--- src/rtl/asg_seq.sv ---
// asg_seq -- segment sequencer for one arbitrary signal generator channel.
// Plays table segments 0..cfg_nsg through the generator's ctl_rst and trigger
// inputs. Each segment can repeat, and the sequencer advances on the
// generator stop interrupt (asg_end). Optional feature: define
// ASG_SEQ_TIMEOUT_EN to add the RUN watchdog (cfg_tmo / sts_tmo). Without it,
// sts_tmo is tied low and cfg_tmo is ignored.
module asg_seq #(
    parameter int SN  = 8,
    parameter int CWM = 14,
    parameter int CWF = 16,
    parameter int CWN = 16,
    parameter int CWR = 8,
    parameter int CWT = 32
) (
    input  logic                  clk,
    input  logic                  rstn,
    input  logic                  ctl_str,
    input  logic                  ctl_stp,
    input  logic [$clog2(SN)-1:0] cfg_nsg,
    input  logic                  cfg_lop,
    input  logic [CWT-1:0]        cfg_tmo,
    input  logic                  tbl_wen,
    input  logic [$clog2(SN)-1:0] tbl_adr,
    input  logic [CWM+CWF-1:0]    tbl_off,
    input  logic [CWM+CWF-1:0]    tbl_stp,
    input  logic [CWN-1:0]        tbl_bnm,
    input  logic [CWR-1:0]        tbl_rpt,
    input  logic                  asg_end,
    output logic                  asg_rst,
    output logic                  asg_trg,
    output logic [CWM+CWF-1:0]    asg_off,
    output logic [CWM+CWF-1:0]    asg_stp,
    output logic [CWN-1:0]        asg_bnm,
    output logic                  sts_bsy,
    output logic [$clog2(SN)-1:0] sts_seg,
    output logic [CWR-1:0]        sts_rpt,
    output logic                  sts_tmo,
    output logic                  irq_end
);

    localparam int SW = $clog2(SN);
    localparam int CW = CWM + CWF;

    typedef enum logic [2:0] {
        ST_IDLE,
        ST_LOAD,
        ST_RST,
        ST_TRG,
        ST_RUN
    } state_t;

    state_t         state_q, state_d;
    logic [SW-1:0]  seg_q, seg_d;
    logic [CWR-1:0] rpt_q, rpt_d;
    logic [CWR-1:0] lim_q, lim_d;
    logic [CW-1:0]  off_q, off_d;
    logic [CW-1:0]  stp_q, stp_d;
    logic [CWN-1:0] bnm_q, bnm_d;
    logic           rst_q, rst_d;
    logic           trg_q, trg_d;
    logic           bsy_q, bsy_d;
    logic           irq_q, irq_d;
    logic           abort;
    logic           tmo_hit;

    logic [CW-1:0]  tbl_off_q [SN];
    logic [CW-1:0]  tbl_stp_q [SN];
    logic [CWN-1:0] tbl_bnm_q [SN];
    logic [CWR-1:0] tbl_rpt_q [SN];

    // Segment table: written at any time, consumed only when LOAD latches an entry.
    // NOTE: the table is deliberately reset like ordinary flops. A sequence
    // started after reset then plays all-zero segments instead of power-up junk.
    // NOTE: clocked state is assigned with non-blocking (<=) only. All flops
    // then update together at the edge, regardless of statement order.
    always_ff @(posedge clk or negedge rstn) begin
        if (!rstn) begin
            for (int i = 0; i < SN; i++) begin
                tbl_off_q[i] <= '0;
                tbl_stp_q[i] <= '0;
                tbl_bnm_q[i] <= '0;
                tbl_rpt_q[i] <= '0;
            end
        end else if (tbl_wen) begin
            tbl_off_q[tbl_adr] <= tbl_off;
            tbl_stp_q[tbl_adr] <= tbl_stp;
            tbl_bnm_q[tbl_adr] <= tbl_bnm;
            tbl_rpt_q[tbl_adr] <= tbl_rpt;
        end
    end

    // Next-state logic plus next values of every registered output.
    always_comb begin
        // NOTE: every variable is defaulted before the case. No path can leave
        // one unassigned, which would otherwise infer a latch.
        state_d = state_q;
        seg_d   = seg_q;
        rpt_d   = rpt_q;
        lim_d   = lim_q;
        off_d   = off_q;
        stp_d   = stp_q;
        bnm_d   = bnm_q;
        irq_d   = 1'b0;
        abort   = 1'b0;

        case (state_q)
            ST_IDLE: begin
                // A simultaneous stop cancels the start.
                if (ctl_str && !ctl_stp) begin
                    seg_d   = '0;
                    rpt_d   = '0;
                    state_d = ST_LOAD;
                end
            end
            ST_LOAD: begin
                off_d   = tbl_off_q[seg_q];
                stp_d   = tbl_stp_q[seg_q];
                bnm_d   = tbl_bnm_q[seg_q];
                lim_d   = tbl_rpt_q[seg_q];
                state_d = ST_RST;
            end
            ST_RST: state_d = ST_TRG;
            ST_TRG: state_d = ST_RUN;
            ST_RUN: begin
                if (asg_end) begin
                    if (rpt_q != lim_q) begin
                        rpt_d   = rpt_q + CWR'(1);
                        state_d = ST_RST;
                    end else if (seg_q < cfg_nsg) begin
                        // The '<' test treats a live cfg_nsg lowered below the
                        // current segment as "last segment", so seg never wraps.
                        seg_d   = seg_q + SW'(1);
                        rpt_d   = '0;
                        state_d = ST_LOAD;
                    end else if (cfg_lop) begin
                        seg_d   = '0;
                        rpt_d   = '0;
                        state_d = ST_LOAD;
                    end else begin
                        state_d = ST_IDLE;
                        irq_d   = 1'b1;
                    end
                end else if (tmo_hit) begin
                    abort = 1'b1;
                end
            end
            default: state_d = ST_IDLE;
        endcase

        if (ctl_stp && (state_q != ST_IDLE)) begin
            abort = 1'b1;
        end

        // An abort freezes seg, rpt and the asg_* values for readback.
        if (abort) begin
            state_d = ST_IDLE;
            seg_d   = seg_q;
            rpt_d   = rpt_q;
            lim_d   = lim_q;
            off_d   = off_q;
            stp_d   = stp_q;
            bnm_d   = bnm_q;
            irq_d   = 1'b0;
        end

        // An abort holds the generator in reset for one cycle.
        rst_d = (state_d == ST_RST) || abort;
        trg_d = (state_d == ST_TRG);
        bsy_d = (state_d != ST_IDLE);
    end

    // Sequencer state and registered Moore outputs.
    always_ff @(posedge clk or negedge rstn) begin
        if (!rstn) begin
            state_q <= ST_IDLE;
            seg_q   <= '0;
            rpt_q   <= '0;
            lim_q   <= '0;
            off_q   <= '0;
            stp_q   <= '0;
            bnm_q   <= '0;
            rst_q   <= 1'b0;
            trg_q   <= 1'b0;
            bsy_q   <= 1'b0;
            irq_q   <= 1'b0;
        end else begin
            state_q <= state_d;
            seg_q   <= seg_d;
            rpt_q   <= rpt_d;
            lim_q   <= lim_d;
            off_q   <= off_d;
            stp_q   <= stp_d;
            bnm_q   <= bnm_d;
            rst_q   <= rst_d;
            trg_q   <= trg_d;
            bsy_q   <= bsy_d;
            irq_q   <= irq_d;
        end
    end

`ifdef ASG_SEQ_TIMEOUT_EN
    logic [CWT-1:0] wdg_q, wdg_d;
    logic           tmo_q, tmo_d;

    // Expiry fires on the RUN cycle whose count would reach cfg_tmo.
    // This puts asg_rst exactly cfg_tmo cycles after RUN entry.
    assign tmo_hit = (state_q == ST_RUN) && (cfg_tmo != '0) &&
                     ((wdg_q + CWT'(1)) == cfg_tmo);

    // Watchdog next values: cleared outside RUN, saturating count in RUN,
    // and a sticky flag cleared by an accepted start.
    always_comb begin
        wdg_d = '0;
        if ((state_q == ST_RUN) && (wdg_q != '1)) begin
            wdg_d = wdg_q + CWT'(1);
        end else if (state_q == ST_RUN) begin
            wdg_d = wdg_q;
        end
        tmo_d = tmo_q;
        if ((state_q == ST_IDLE) && ctl_str && !ctl_stp) begin
            tmo_d = 1'b0;
        end else if (tmo_hit && !asg_end) begin
            tmo_d = 1'b1;
        end
    end

    // Watchdog registers.
    always_ff @(posedge clk or negedge rstn) begin
        if (!rstn) begin
            wdg_q <= '0;
            tmo_q <= 1'b0;
        end else begin
            wdg_q <= wdg_d;
            tmo_q <= tmo_d;
        end
    end

    assign sts_tmo = tmo_q;
`else
    logic unused_tmo;
    assign unused_tmo = ^cfg_tmo;
    assign tmo_hit    = 1'b0;
    assign sts_tmo    = 1'b0;
`endif

    assign asg_rst = rst_q;
    assign asg_trg = trg_q;
    assign asg_off = off_q;
    assign asg_stp = stp_q;
    assign asg_bnm = bnm_q;
    assign sts_bsy = bsy_q;
    assign sts_seg = seg_q;
    assign sts_rpt = rpt_q;
    assign irq_end = irq_q;

endmodule

--- config.mk ---
export PLATFORM = sky130hd
export DESIGN_NAME = asg_seq
export DESIGN_NICKNAME = d
export VERILOG_FILES = /design/src/rtl/asg_seq.sv
export SDC_FILE = /design/constraint.sdc
export NUM_CORES = 1
export LEC_CHECK = 0
export CAP_MARGIN = 0
export CORE_ASPECT_RATIO = 1.2
export CORE_MARGIN = 4
export CORE_UTILIZATION = 55
export CTS_BUF_LIST = sky130_fd_sc_hd__clkbuf_4 sky130_fd_sc_hd__clkbuf_8
export DETAILED_ROUTE_END_ITERATION = 16
export PLACE_DENSITY = 0.74
export SLEW_MARGIN = 40
export SYNTH_ARGS = -nofsm -noshare
export SYNTH_HDL_FRONTEND = slang
export SYNTH_SLANG_ARGS = --single-unit
--- constraint.sdc ---
create_clock -name clk -period 4.1 [get_ports clk]
set_clock_uncertainty 0.2 [all_clocks]
set_input_delay 0.615 -clock clk [delete_from_list [all_inputs] [get_ports clk]]
set_output_delay 0.615 -clock clk [all_outputs]
set_load 0.005 [all_outputs]
======== Yosys cells after proc, flatten, opt, wreduce, memory -nomap -nowiden ========
Cells that the tools add are included.
cells by class
  add/subtract/negate cells ............... 2
  magnitude comparators ................... 4
  eq/ne operators ......................... 12
  mux-type cells .......................... 48
  bitwise gates (word level) .............. 3
  reductions and logical operators ........ 12
operator list
  operator             count
  $bwmux 240           2
  $bmux 30 s3          2
  $mux 30              5
  $bwmux 128           1
  $demux 30 s3         1
  $bwmux 64            1
  $mux 8               8
  $bmux 16 s3          1
  $demux 16 s3         1
  $mux 16              3
  $bmux 8 s3           1
  $demux 8 s3          1
  $mux 3               8
  $pmux 8 s2           1
  $pmux 3 s5           1
  $eq 3x2->1 const B   4
  $mux 1               9
  $add 8x1->8 const B  1
  $ge 4x4->1 const B   2
  $ne 8x8->1           1
  $not 3->4            2
  $ne 2x2->1 const B   3
  $pmux 3 s2           1
  $reduce_and 6->1     1
  17 further kinds     20
storage, ports and cells
  register bits after elaboration ......... 774
  input port bits ......................... 129

======== Logic depth before layout (Yosys ltp) ========
  depth after elaboration ................. 8
  mapped depth ............................ 8

======== Least setup slack after synthesis ========
OpenSTA, ideal clock, no wires.
  path kind ............................... input-to-reg
  start ................................... in cfg_nsg[2]
  end ..................................... reg rpt_q[7] (netlist: sts_rpt[7])
  arrival time ............................ 2.059 ns
  required time ........................... 3.823 ns
  setup slack ............................. 1.764 ns
  cell stages on the path ................. 8
  cell sequence ........................... inv_1 -> ha_1 -> a21oi_1 -> o21ai_1 -> nand2_1 -> o21ai_2 -> or4_1 -> a21oi_1
on the way
  cells in the longest elaborated chain, start to end .. 5
ends and longest elaborated chain
  what                    line  source
  start: declaration      19    input logic [$clog2(SN)-1:0] cfg_nsg,
  $lt 3x3->1 *            129   end else if (seg_q < cfg_nsg) begin
  $mux 8                  129
  $mux 8                  126   if (rpt_q != lim_q) begin
  $mux 8                  125   if (asg_end) begin
  $pmux 8 s2              106   case (state_q)
  end signal: assignment  189   rpt_q <= rpt_d;
  end: declaration        54    logic [CWR-1:0] rpt_q, rpt_d;
Every way passes the cells marked *; elsewhere a longest branch is shown, timed or not. The select of a mux whose other input is x is not followed.
A chain may end at the register's enable or synchronous reset.

======== Final worst setup path ========
  start ................................... reg seg_q[2] (netlist: sts_seg[2])
  end ..................................... out sts_seg[2]
RTL lines
  what                      line  source
  start: declaration        53    logic [SW-1:0] seg_q, seg_d;
  start signal: assignment  188   seg_q <= seg_d;
  end: declaration          35    output logic [$clog2(SN)-1:0] sts_seg,
No word-level cell between the ends.

==> results.ini <==
[outcome]
status = finished, final reports clean

[global_routing]
grt_max_degree = 92
grt_pass1_wl_mm = 121
grtUsageMet2_pct = 37.9
busiest_layer = met2
track_usage_pct = 23.7
antenna_found_initial = 8
grt_pass1_vias = 21400
grt_use_met1_pct = 33.9
grt_use_met3_pct = 4.60
grt-ovfl-total = 0

[logic_synthesis]
synth_area_mm2 = 0.0336
ys_seq_area_share_pct = 57.7
ys_ff_latch = 774
yosys_warnings = 0
syn_avg_cell_area_um2 = 15.2
syn-num-nets = 2343
synth_edf_count = 0
netlist_instances = 2210
synthArstFlopShare_pct = 100
ys.flop_type = dfrtp_1
ys_types = 51

[critical_path]
reg2reg_slack_ns = 1.68
worstPathArrival_ns = 2.26
path_class = reg2out
worst_setup_path_end_kind = output pin
worstPathRequired_ns = 3.28
slowest_delay_ns = 0.62
cpLargestDelayFamily = buffers and inverters
crit_path_top_delay_cell = clkdlybuf4s50_1
cp_max_fo = 86
critPathBufInv = 2
startpoint_type = flop
cp_cell_sequence = buf_12 > clkdlybuf4s50_1

[pwr]
ir_drop_mv = 0.279
p_leak_nw = 16.2
comb_power_share_pct = 19.3
p_per_area_mw_per_mm2 = 558
p_int_mw = 16.3
clkPwrFrac_pct = 32.0
pwr-share-seq_pct = 48.8
p_switching_mw = 5.59
swShare_pct = 25.6

[sta]
rsz0062_at_grt = false
hold_viol = 0
slew_violations = 0
finalWorstSetupSlack_ns = 1.02
period_needed_ns = 3.08
fin_crit_sh_pct = 75.1
clock.fmax_ghz = 0.325
setup_viol = 0
slew_headroom_pct = 47.1
setup_tns_ns = 0
hold_ws_ns = 0.201
tightest_slew_ns = 0.793

[clock_tree]
clk_latency_ns = 0.72
numCtsBuffers = 120
htree_levels = 3
clock_path_buffers = 3
cts_tree = done
cts-root-buf = clkbuf_8
cts_sinks = 774
clkTransAtPathRegs_ns = 0.06

[routing]
wl_mm = 75.9
wire_per_inst_um = 22.9
drc = 0
vias = 19800
ant_nets = 0
first_iter_violations = 1400
vias_per_cell = 5.96
first_pass_iters = 5

[floorplanning]
die_y_um = 279
core_area_mm2 = 0.0600
start_util_pct = 56.0
die_x_um = 233
ios = 221
die-area_mm2 = 0.0650
std_cell_rows = 98

[cells_and_area]
syn_to_final_growth_pct = 16.9
drive_above_1_share_pct = 44.5
multiInputGateArea_mm2 = 0.0135
seq_area_mm2 = 0.0194
n_fill_cell = 4219
layout_common_cells = dfrtp_1 (771), mux2_2 (672), clkdlybuf4s50_1 (186)
nets = 2543
final_common_cell = dfrtp_1

[placement]
place_hpwl_mm = 41.7
pre_cts_slack_ns = 0.893
place_congestion = 0.765
portBuffers = 187

[flow_run]
drv_cap = 0

[worst_hold_path]
hp-class = in2async

==> kinds of logic after synthesis <==
family,share of synthesized area (%)
buf+inv,2.06
fa+ha+maj,0.149
flops,57.7
compound gates,2.14
xor+xnor,0.235
mux,33.9
simple gates,3.79
other cells,0.0112
==> cells in the mapped netlist, types with 2 or more instances <==
master,number,area share (%)
nor2_1,91,1.0
mux4_2,168,11
nor3b_1,2,0.045
and2_1,2,0.037
o31ai_1,2,0.045
o21a_1,2,0.045
nor3_1,6,0.089
a31oi_1,84,1.6
buf_4,2,0.045
or3_1,4,0.075
nand4_1,3,0.056
nand3b_1,2,0.045
nand2_1,178,2.0
mux2_2,672,23
o21ai_0,5,0.075
buf_1,18,0.20
clkbuf_1,71,0.79
nor2b_1,2,0.037
mux2i_1,2,0.060
ha_1,4,0.15
xnor2_1,8,0.21
buf_2,57,0.85
inv_1,11,0.12
nand4b_1,3,0.078
o22ai_1,3,0.056
dfrtp_1,774,58
or3_4,2,0.067
o21ai_1,3,0.045
a21oi_1,7,0.10
==> power by group through the flow <==
stage	Combinational, mW	Clock, mW	Sequential, mW
final	4.21	6.99	10.7
after global routing	4.65	7.54	10.9
after CTS	4.28	7.17	10.7
after detailed placement	4.26	0	10.8
after global placement	4.09	0	10.6
after floorplan	2.65	0	10.4
==> worst paths after layout <==
kind / startpoint / endpoint / cells past startpoint
worst min register to register: tbl_stp_q[42]$_DFFE_PN0P_ / tbl_stp_q[42]$_DFFE_PN0P_ / 1
worst max register to register: sts_seg[2]$_DFFE_PN0P_ / sts_rpt[7]$_DFFE_PN0P_ / 7
min in group clk: tbl_stp_q[42]$_DFFE_PN0P_ / tbl_stp_q[42]$_DFFE_PN0P_ / 1
worst min-delay path: rstn / tbl_stp_q[5]$_DFFE_PN0P_ / 2
max in group asynchronous: rstn / tbl_off_q[4]$_DFFE_PN0P_ / 4
worst max-delay path: sts_seg[2]$_DFFE_PN0P_ / sts_seg[2] / 2
==> flip-flops by register name (all words and copies together), names as in the netlist <==
name / flops
sts_rpt: 8
asg_trg: 1
asg_stp: 30
sts_seg: 3
irq_end: 1
tbl_stp_q: 240
lim_q: 8
asg_rst: 1
asg_bnm: 16
tbl_rpt_q: 64
tbl_off_q: 240
sts_bsy: 1
state_q: 3
tbl_bnm_q: 128
asg_off: 30
==> layer usage <==
layer | vias up | share of wire, %
li1 | 8533 | -
met1 | 10700 | 45
met2 | 437 | 49
met3 | 122 | 4.7
met4 | 4 | 2.0
met5 | - | 0.042
==> layout make-up <==
class	instances	share of cell area (%)
Sequential cell	774	49.4
Multi-Input combinational cell	1275	34.5
Clock buffer	208	6.61
Timing Repair Buffer	227	6.45
Tap cell	800	2.55
Clock inverter	14	0.306
Inverter	12	0.118
Antenna cell	6	0.0383
==> metrics by stage <==
stage	utilization [%]	instances	instance area (um2)	power, mW
finish	65.4	3316	39200	21.9
CTS	65.3	3309	39200	22.1
floorplan	-	2210	33600	13.0
detailed placement	60.8	3086	36400	15.0
global placement	60.8	3086	36400	14.7
global route	65.4	3314	39200	23.0
==> repair_timing <==
item	in CTS	in global routing
endpoints found under the hold margin	79	0
gates resized for setup	0	0
hold buffers	1	0
buffers inserted	0	0
==> worst register-to-register path: cells and delay by family, from the launching register on <==
kind,cells,cell delay [ns]
flip-flops,1,0.49
AND/OR/NAND/NOR,2,0.73
adder cells (fa/ha/maj),1,0.30
AO/OA/AOI/OAI,4,0.62
Power figures use the tool's default switching activity.
